--- src/rtl/hazard_stall_ctrl_if.sv ---
// Hazard-controller signal bundle: ID/EX hazard inputs in, pipeline stall/flush enables and counters out.
// The master side drives the hazard fields; the slave side is the controller.
interface hazard_stall_ctrl_if #(
    parameter int CNT_W = 32
);
    logic [4:0]       id_rs1;
    logic [4:0]       id_rs2;
    logic             id_use_rs1;
    logic             id_use_rs2;
    logic [4:0]       idex_rd;
    logic             idex_memread;
    logic             ex_branch_tkn;
    logic             dmem_busy;
    logic             pc_write;
    logic             ifid_write;
    logic             ifid_flush;
    logic             idex_bubble;
    logic             pipe_freeze;
    logic [CNT_W-1:0] stall_cycles;
    logic [15:0]      flush_count;

    // No handshake: every input is a level that is valid for the whole cycle it is presented.
    // The controls are combinational responses in the same cycle; the counters update on the clock edge.
    modport master (
        output id_rs1, id_rs2, id_use_rs1, id_use_rs2, idex_rd, idex_memread,
               ex_branch_tkn, dmem_busy,
        input  pc_write, ifid_write, ifid_flush, idex_bubble, pipe_freeze,
               stall_cycles, flush_count
    );

    modport slave (
        input  id_rs1, id_rs2, id_use_rs1, id_use_rs2, idex_rd, idex_memread,
               ex_branch_tkn, dmem_busy,
        output pc_write, ifid_write, ifid_flush, idex_bubble, pipe_freeze,
               stall_cycles, flush_count
    );
endinterface

--- src/rtl/hazard_stall_ctrl.sv ---
// Pipeline hazard controller: load-use bubbles, data-memory freeze, and taken-branch flush,
// with wrapping stall/flush performance counters.
module hazard_stall_ctrl #(
    parameter int LOAD_LAT = 1,
    parameter int CNT_W    = 32
) (
    input  logic                clk,
    input  logic                rst,
    hazard_stall_ctrl_if.slave  hz,
    output logic [1:0]          state_o
);
    typedef enum logic [1:0] {
        ST_RUN      = 2'd0,
        ST_LD_STALL = 2'd1,
        ST_MEM_WAIT = 2'd2
    } state_e;

    localparam logic [2:0] LD_CNT_INIT = 3'(LOAD_LAT - 1);

    state_e           state_q, state_d;
    logic [2:0]       cnt_q, cnt_d;
    logic [CNT_W-1:0] stall_q;
    logic [15:0]      flush_q;

    logic load_use;
    logic pc_write, ifid_write, ifid_flush, idex_bubble, pipe_freeze;

    // x0 is never written, so a load targeting it can never create a dependency.
    assign load_use = hz.idex_memread && (hz.idex_rd != 5'd0) &&
                      ((hz.id_use_rs1 && (hz.idex_rd == hz.id_rs1)) ||
                       (hz.id_use_rs2 && (hz.idex_rd == hz.id_rs2)));

    always_comb begin
        state_d     = state_q;
        cnt_d       = cnt_q;
        pc_write    = 1'b1;
        ifid_write  = 1'b1;
        ifid_flush  = 1'b0;
        idex_bubble = 1'b0;
        pipe_freeze = 1'b0;
        case (state_q)
            ST_RUN, ST_MEM_WAIT: begin
                if (hz.dmem_busy) begin
                    pc_write    = 1'b0;
                    ifid_write  = 1'b0;
                    pipe_freeze = 1'b1;
                    state_d     = ST_MEM_WAIT;
                end else if (hz.ex_branch_tkn) begin
                    ifid_flush  = 1'b1;
                    idex_bubble = 1'b1;
                    state_d     = ST_RUN;
                end else if (load_use) begin
                    pc_write    = 1'b0;
                    ifid_write  = 1'b0;
                    idex_bubble = 1'b1;
                    if (LOAD_LAT > 1) begin
                        state_d = ST_LD_STALL;
                        cnt_d   = LD_CNT_INIT;
                    end else begin
                        state_d = ST_RUN;
                    end
                end else begin
                    state_d = ST_RUN;
                end
            end
            ST_LD_STALL: begin
                if (hz.dmem_busy) begin
                    pc_write    = 1'b0;
                    ifid_write  = 1'b0;
                    pipe_freeze = 1'b1;
                end else if (hz.ex_branch_tkn) begin
                    // A taken branch squashes the stalled consumer, so the remaining bubbles are moot.
                    ifid_flush  = 1'b1;
                    idex_bubble = 1'b1;
                    state_d     = ST_RUN;
                    cnt_d       = 3'd0;
                end else begin
                    pc_write    = 1'b0;
                    ifid_write  = 1'b0;
                    idex_bubble = 1'b1;
                    cnt_d       = cnt_q - 3'd1;
                    if (cnt_q == 3'd1) state_d = ST_RUN;
                end
            end
            default: begin
                state_d = ST_RUN;
                cnt_d   = 3'd0;
            end
        endcase
        if (rst) begin
            pc_write    = 1'b1;
            ifid_write  = 1'b1;
            ifid_flush  = 1'b0;
            idex_bubble = 1'b0;
            pipe_freeze = 1'b0;
        end
    end

    always_ff @(posedge clk) begin
        if (rst) begin
            state_q <= ST_RUN;
            cnt_q   <= 3'd0;
            stall_q <= '0;
            flush_q <= '0;
        end else begin
            state_q <= state_d;
            cnt_q   <= cnt_d;
            if (!pc_write)  stall_q <= stall_q + 1'b1;
            if (ifid_flush) flush_q <= flush_q + 16'd1;
        end
    end

    assign hz.pc_write     = pc_write;
    assign hz.ifid_write   = ifid_write;
    assign hz.ifid_flush   = ifid_flush;
    assign hz.idex_bubble  = idex_bubble;
    assign hz.pipe_freeze  = pipe_freeze;
    assign hz.stall_cycles = stall_q;
    assign hz.flush_count  = flush_q;
    assign state_o         = state_q;
endmodule

--- src/flat_wrapper.sv ---
// flat-port wrapper written by rule: the top's interface ports become plain ports
module hazard_stall_ctrl_flat 
#(
    parameter int LOAD_LAT = 1,
    parameter int CNT_W    = 32
)
  (clk, rst, state_o, hz_id_rs1, hz_id_rs2, hz_id_use_rs1, hz_id_use_rs2, hz_idex_rd, hz_idex_memread, hz_ex_branch_tkn, hz_dmem_busy, hz_pc_write, hz_ifid_write, hz_ifid_flush, hz_idex_bubble, hz_pipe_freeze, hz_stall_cycles, hz_flush_count);
  hazard_stall_ctrl_if #(.CNT_W(CNT_W)) hz_i ();
  input  logic clk;
  input  logic rst;
  output logic [1:0] state_o;
  input wire logic [$bits(hz_i.id_rs1)-1:0] hz_id_rs1;
  input wire logic [$bits(hz_i.id_rs2)-1:0] hz_id_rs2;
  input wire logic [$bits(hz_i.id_use_rs1)-1:0] hz_id_use_rs1;
  input wire logic [$bits(hz_i.id_use_rs2)-1:0] hz_id_use_rs2;
  input wire logic [$bits(hz_i.idex_rd)-1:0] hz_idex_rd;
  input wire logic [$bits(hz_i.idex_memread)-1:0] hz_idex_memread;
  input wire logic [$bits(hz_i.ex_branch_tkn)-1:0] hz_ex_branch_tkn;
  input wire logic [$bits(hz_i.dmem_busy)-1:0] hz_dmem_busy;
  output wire logic [$bits(hz_i.pc_write)-1:0] hz_pc_write;
  output wire logic [$bits(hz_i.ifid_write)-1:0] hz_ifid_write;
  output wire logic [$bits(hz_i.ifid_flush)-1:0] hz_ifid_flush;
  output wire logic [$bits(hz_i.idex_bubble)-1:0] hz_idex_bubble;
  output wire logic [$bits(hz_i.pipe_freeze)-1:0] hz_pipe_freeze;
  output wire logic [$bits(hz_i.stall_cycles)-1:0] hz_stall_cycles;
  output wire logic [$bits(hz_i.flush_count)-1:0] hz_flush_count;
  assign hz_i.id_rs1 = hz_id_rs1;
  assign hz_i.id_rs2 = hz_id_rs2;
  assign hz_i.id_use_rs1 = hz_id_use_rs1;
  assign hz_i.id_use_rs2 = hz_id_use_rs2;
  assign hz_i.idex_rd = hz_idex_rd;
  assign hz_i.idex_memread = hz_idex_memread;
  assign hz_i.ex_branch_tkn = hz_ex_branch_tkn;
  assign hz_i.dmem_busy = hz_dmem_busy;
  assign hz_pc_write = hz_i.pc_write;
  assign hz_ifid_write = hz_i.ifid_write;
  assign hz_ifid_flush = hz_i.ifid_flush;
  assign hz_idex_bubble = hz_i.idex_bubble;
  assign hz_pipe_freeze = hz_i.pipe_freeze;
  assign hz_stall_cycles = hz_i.stall_cycles;
  assign hz_flush_count = hz_i.flush_count;
  hazard_stall_ctrl #(.LOAD_LAT(LOAD_LAT), .CNT_W(CNT_W)) u_core (.clk(clk), .rst(rst), .hz(hz_i), .state_o(state_o));
endmodule
--- config.mk ---
export PLATFORM = sky130hd
export DESIGN_NAME = hazard_stall_ctrl_flat
export DESIGN_NICKNAME = d
export VERILOG_FILES = /design/src/rtl/hazard_stall_ctrl_if.sv /design/src/rtl/hazard_stall_ctrl.sv /design/src/flat_wrapper.sv
export SDC_FILE = /design/constraint.sdc
export NUM_CORES = 1
export LEC_CHECK = 0
export ABC_AREA = 1
export CAP_MARGIN = 5
export CORE_ASPECT_RATIO = 1.2
export CORE_MARGIN = 10
export CORE_UTILIZATION = 40
export DETAILED_ROUTE_END_ITERATION = 8
export PLACE_DENSITY = 0.68
export SYNTH_ARGS = -nofsm -noshare
export SYNTH_HDL_FRONTEND = slang
export SYNTH_SLANG_ARGS = --single-unit
--- constraint.sdc ---
create_clock -name clk -period 2.65 [get_ports clk]
set_input_delay 0.265 -clock clk [delete_from_list [all_inputs] [get_ports clk]]
set_output_delay 0.265 -clock clk [all_outputs]
set_load 0.03 [all_outputs]
* Word level (Yosys, flattened, before mapping)
Cells that the tools add are included.
Word-level totals: register bits 53, input port bits 22
Cells by class: add/subtract/negate cells 3, equality and inequality tests 7, mux-type cells 26, bitwise gates (word level) 1, reductions and logical operators 11
Operators by type and width (number):
- $add A32 B1 Y32 const B | 1
- $add A16 B1 Y16 const B | 1
- $mux W1 | 16
- $eq A5 B5 Y1 | 2
- $mux W2 | 4
- $mux W3 | 2
- $pmux W3 S2 | 1
- $reduce_bool A5 Y1 | 1
- $logic_and A1 B1 Y1 | 4
- $pmux W1 S2 | 2
- $pmux W2 S2 | 1
- $reduce_and A2 Y1 | 2
- $eq A3 B1 Y1 const B | 1
- $ne A3 B2 Y1 const B | 1
- $reduce_or A3 Y1 | 1
- $sub A3 B1 Y3 const B | 1
- $eq A2 B1 Y1 const B | 1
- $eq A2 B2 Y1 const B | 1
- $logic_not A2 Y1 | 1
- $ne A2 B2 Y1 const B | 1
- $reduce_or A2 Y1 | 1
- $logic_or A1 B1 Y1 | 1
- $not A1 Y1 | 1

* Longest topological paths before layout
word-level depth 9, gate-level depth with buffers 13, gate-level depth less buffers 12

* Worst setup path before layout
OpenSTA, ideal clock, no wires.
path type register to register, start point register u_core.stall_q[0], in the netlist u_core.hz.stall_cycles[0], end point register u_core.stall_q[30], in the netlist u_core.hz.stall_cycles[30], library setup time 0.116 ns, arrival 1.719 ns, slack 0.815 ns, stages on the path, launching flop included 13, clock period less this slack 1.835 ns, cell sequence dfxtp_1 ha_1 nand3_2 nor2_2 nand2_2 inv_2 nand2_4 nor2_4 nand3_2 nor2_2 nand3_1 nand2_1 nor2_1
On the way: word-level cells in the longest chain between the ends 1
RTL lines:
- start, declared | RTL line hazard_stall_ctrl.sv:22 | logic [CNT_W-1:0] stall_q;
- start signal, assigned | RTL line hazard_stall_ctrl.sv:108 | if (!pc_write) stall_q <= stall_q + 1'b1;
- $add A32 B1 Y32 | RTL line hazard_stall_ctrl.sv:108
No other way between the ends. A chain may end at the register's enable or synchronous reset.

* Worst setup path after layout
start point input hz_idex_rd[1], end point output hz_pc_write
On the way: word-level cells in the longest chain between the ends 9, elaborated cells on any way between the ends 13, classes of those cells eq/ne: 2; mux: 5; reduce/logical: 6
RTL lines:
- start, declared | RTL line flat_wrapper.sv:16 | input wire logic [$bits(hz_i.idex_rd)-1:0] hz_idex_rd;
- $eq A5 B5 Y1, on equally long branches | RTL line hazard_stall_ctrl.sv:30, hazard_stall_ctrl.sv:31
- $logic_and A1 B1 Y1, on equally long branches | RTL line hazard_stall_ctrl.sv:30, hazard_stall_ctrl.sv:31
- $logic_or A1 B1 Y1 | RTL line hazard_stall_ctrl.sv:30 | ((hz.id_use_rs1 && (hz.idex_rd == hz.id_rs1)) ||
- $logic_and A1 B1 Y1 (*) | RTL line hazard_stall_ctrl.sv:29 | assign load_use = hz.idex_memread && (hz.idex_rd != 5'd0) &&
- $mux W1 (*) | RTL line hazard_stall_ctrl.sv:52 | end else if (load_use) begin
- $mux W1 (*) | RTL line hazard_stall_ctrl.sv:48 | end else if (hz.ex_branch_tkn) begin
- $mux W1 (*) | RTL line hazard_stall_ctrl.sv:43 | if (hz.dmem_busy) begin
- $pmux W1 S2 (*) | RTL line hazard_stall_ctrl.sv:41 | case (state_q)
- $mux W1 (*) | RTL line hazard_stall_ctrl.sv:90 | if (rst) begin
- end, declared | RTL line flat_wrapper.sv:20 | output wire logic [$bits(hz_i.pc_write)-1:0] hz_pc_write;
Mark *: on every way between the ends. The rest lies on a longest branch, timed or not.

==> flow_summary.rst <==
.. list-table::
   :header-rows: 1

   * - Metric
     - Value
   * - Worst skew pair latency
     - 300 ps
   * - Overall die width
     - 96.7 microns
   * - Cts bufs inserted
     - 5
   * - Vias after detailed routing
     - 2876
   * - Max-cap violations
     - 0
   * - Most frequently used cell type in the post-synthesis netlist
     - sky130_fd_sc_hd__nand2_1
   * - Die area
     - 0.0108 sq mm
   * - Number of diodes added for antenna fixing
     - 0
   * - Flops & latches, synth
     - 49
   * - Synth top area share
     - 34.8%
   * - Total track usage
     - 12.6%
   * - CTS sink cnt
     - 49
   * - Hold bufs inserted after CTS
     - 0
   * - Post-synth EDFFs
     - 0
   * - Clock share of power
     - 33.7%
   * - DRC violation count after routing
     - 0
   * - Worst vdd rail ir drop
     - 0.000239 V
   * - Area of the mapped netlist
     - 0.00282 sq mm
   * - Final Hold Violating Endpoints
     - 0
   * - Status
     - completed
   * - Tcrit/Tclk final
     - 88.8%
   * - Row count
     - 33
   * - Total area of multi-input combinational cells
     - 0.00153 sq mm
   * - Initial antenna violation count
     - 0
   * - CTS H-Tree Depth
     - 2
   * - Main area contributors after synthesis
     - sky130_fd_sc_hd__dfxtp_1 (35%), sky130_fd_sc_hd__nand2_1 (14%), sky130_fd_sc_hd__nor2_1 (9.1%), sky130_fd_sc_hd__nand3_1 (7.6%), sky130_fd_sc_hd__a21oi_1 (6.9%)
   * - Setup TNS
     - 0 ps
   * - Yosys warns
     - 0
   * - Port Buf Inserts
     - 75
   * - Highest attainable clock frequency
     - 0.425 GHz
   * - Share of the yosys chip area belonging to registers
     - 34.8%
   * - Filler cells
     - 694
   * - HPWL Detailed
     - 5.46 mm
   * - Clock transition at the registers of the reported paths
     - 100 ps
   * - Leakage power figure
     - 1.51 nW
   * - Clock Root Buffer
     - sky130_fd_sc_hd__clkbuf_8
   * - Length of the first detailed-routing pass in iterations
     - 4
   * - Drt initial violations
     - 138
   * - Instance count of the mapped netlist
     - 439
   * - Measured slew at the worst slew-check pin
     - 562 ps
   * - Post-cts gate resize count
     - 0
   * - Clock tree from TritonCTS
     - yes
   * - Leftover overflow at the end of global routing
     - 0
   * - Top-level I/O count
     - 77
   * - Commonest register cell after synthesis
     - sky130_fd_sc_hd__dfxtp_1
   * - Wire length of the first global-routing pass
     - 12.0 mm
   * - Final #Nets
     - 535
   * - Part of the total power dissipated in sequential elements
     - 54.6%
   * - Post-synthesis async set-or-reset flop share
     - 0%
   * - Worst min path class
     - reg2reg
   * - Worst Path Class, Setup
     - in2out
   * - Switching portion of total power
     - 27.1%
   * - Syn Nets
     - 463
   * - Crit path arrival time
     - 2090 ps
   * - Library cell occupying the most area in the post-synthesis netlist
     - sky130_fd_sc_hd__dfxtp_1
   * - DIE HEIGHT
     - 112 microns
   * - Register area
     - 981 sq um
   * - Slew Viols, Final
     - 0
   * - Unique masters post-synth
     - 35
   * - Core box area
     - 0.00685 sq mm
   * - Detail-routed net length per standard cell
     - 12.0 microns
   * - Min Clock Period, post-route
     - 2350 ps
   * - Biggest fanout along the worst timing path
     - 3
   * - Initial core utilization
     - 41.1%
   * - Total Wirelength
     - 7.17 mm
   * - DRT antenna net count
     - 0
   * - Slew Limit Headroom
     - 62.5%
   * - Net switching power figure
     - 0.371 mW
   * - Endpoint required time on the critical path
     - 2380 ps
   * - Kind of capture point of the worst setup path
     - output pin
   * - Post-CTS Setup Inserts
     - 0
   * - Combinational share of power
     - 11.7%
   * - Startpoint type of the worst setup path
     - primary input
   * - Cell internal pwr
     - 0.997 mW
   * - Final setup fails
     - 0
   * - Number of vias per cell after detailed routing
     - 4.80
   * - CTS max path bufs
     - 2
   * - Clock skew
     - 8.46 ps
   * - P per Cell Area
     - 369 mW/mm^2
   * - Number of global-route vias before repair
     - 2621
   * - Share of the core filled with cells in the final layout
     - 54.1%
   * - List of most frequent post-synthesis cells
     - sky130_fd_sc_hd__nand2_1 (108), sky130_fd_sc_hd__nor2_1 (68), sky130_fd_sc_hd__inv_1 (51)
   * - Pin count of the biggest net entering global routing
     - 60
   * - Setup repair after global routing missed its margin
     - false
   * - Final weighted congestion in routability-driven placement
     - 0.833
   * - Average cell area after synthesis
     - 6.42 sq um
   * - Synth-to-layout area growth
     - 31.5%
   * - Layout cells sized above 1
     - 8.59%
state kept, by name, summed over array words and instances (netlist names):
name                    flops
u_core.hz.stall_cycles     32
u_core.hz.flush_count      16
u_core.state_o              1
metrics by stage:
step / area [sq um] / total power, mW / hold WS [ps] / std cells / setup WS, ps
after floorplan: 2820 / 0.862 / 420 / 439 / 815
after CTS: 3710 / 1.39 / 507 / 599 / 258
final: 3710 / 1.37 / 505 / 599 / 298
after detailed placement: 3620 / 0.925 / 489 / 591 / 253
after global routing: 3710 / 1.43 / 535 / 599 / 118
after global placement: 3620 / 0.923 / 486 / 591 / 302
power by group through the flow:
stage               registers, mW  logic, mW  clock network, mW
floorplan                   0.773     0.0889                  0
global placement            0.763      0.160                  0
detailed placement          0.763      0.162                  0
CTS                         0.747      0.162              0.482
global route                0.747      0.179              0.504
finish                      0.746      0.161              0.461
layer usage:
layer  wire length (microns)  vias to the layer above  part of all wire (%)  GRT usage (%)
met2                    3500                       55                    49           21.3
met4                      45                        0                  0.63           2.66
met5                       0                        -                     0              0
met1                    3030                     1290                    42           14.2
met3                     595                        4                   8.3           5.81
li1                        -                     1527                     -              -
placed cells by master (no fill, tap or decap), types with 2 or more instances in the layout:
master                            instances
sky130_fd_sc_hd__nand2_1                108
sky130_fd_sc_hd__clkdlybuf4s50_1         75
sky130_fd_sc_hd__nor2_1                  68
sky130_fd_sc_hd__inv_1                   51
sky130_fd_sc_hd__dfxtp_1                 49
sky130_fd_sc_hd__nand3_1                 43
sky130_fd_sc_hd__a21oi_1                 39
sky130_fd_sc_hd__nor3_1                   9
sky130_fd_sc_hd__inv_2                    7
sky130_fd_sc_hd__nor2_2                   6
sky130_fd_sc_hd__o21ai_0                  6
sky130_fd_sc_hd__nand3_2                  5
sky130_fd_sc_hd__nor2_4                   5
sky130_fd_sc_hd__clkbuf_8                 5
sky130_fd_sc_hd__nand4_1                  4
sky130_fd_sc_hd__nand2_2                  3
sky130_fd_sc_hd__nand3b_1                 3
sky130_fd_sc_hd__buf_4                    3
sky130_fd_sc_hd__nand2_4                  2
sky130_fd_sc_hd__o21ai_1                  2
sky130_fd_sc_hd__xor2_1                   2
sky130_fd_sc_hd__clkinv_1                 2
sky130_fd_sc_hd__ha_1                     2
critical path: stages:
cell	delay, ps
sky130_fd_sc_hd__clkdlybuf4s50_1	520
sky130_fd_sc_hd__inv_2	60
sky130_fd_sc_hd__nand2_1	50
sky130_fd_sc_hd__nand2_1	50
sky130_fd_sc_hd__nor2_1	100
sky130_fd_sc_hd__nand3_1	80
sky130_fd_sc_hd__nand2_1	100
sky130_fd_sc_hd__nand3_2	80
sky130_fd_sc_hd__nand2_2	80
sky130_fd_sc_hd__nand2_1	90
sky130_fd_sc_hd__clkdlybuf4s50_1	610
layout make-up:
type,count,area share (%)
clock inverter,3,0.574
tap,87,2.94
clock buffer,5,1.86
timing repair buffer,78,20.9
sequential,49,26.5
inverter,60,6.07
multi-input combinational,317,41.3
kinds of logic after synthesis:
logic type / synth area share [%]
buffers and inverters: 11.0
xor gates and xnor gates: 0.932
and+or+nand+nor: 43.3
DFF: 34.8
adders and majority gates: 0.887
other: 0.133
AOI/OAI and AO/OA: 9.01
final timing paths:
check | startpoint | endpoint | slack [ps] | cells after the start
min | u_core.hz.flush_count[15]$_SDFFE_PP0P_ | u_core.hz.flush_count[15]$_SDFFE_PP0P_ | 500 | 2
max reg2reg | u_core.hz.stall_cycles[0]$_SDFFE_PP0N_ | u_core.hz.stall_cycles[30]$_SDFFE_PP0N_ | 810 | 12
min reg2reg | u_core.hz.flush_count[15]$_SDFFE_PP0P_ | u_core.hz.flush_count[15]$_SDFFE_PP0P_ | 500 | 2
max | hz_idex_rd[1] | hz_pc_write | 300 | 11
Note: power is estimated with default switching activity, not from simulation.
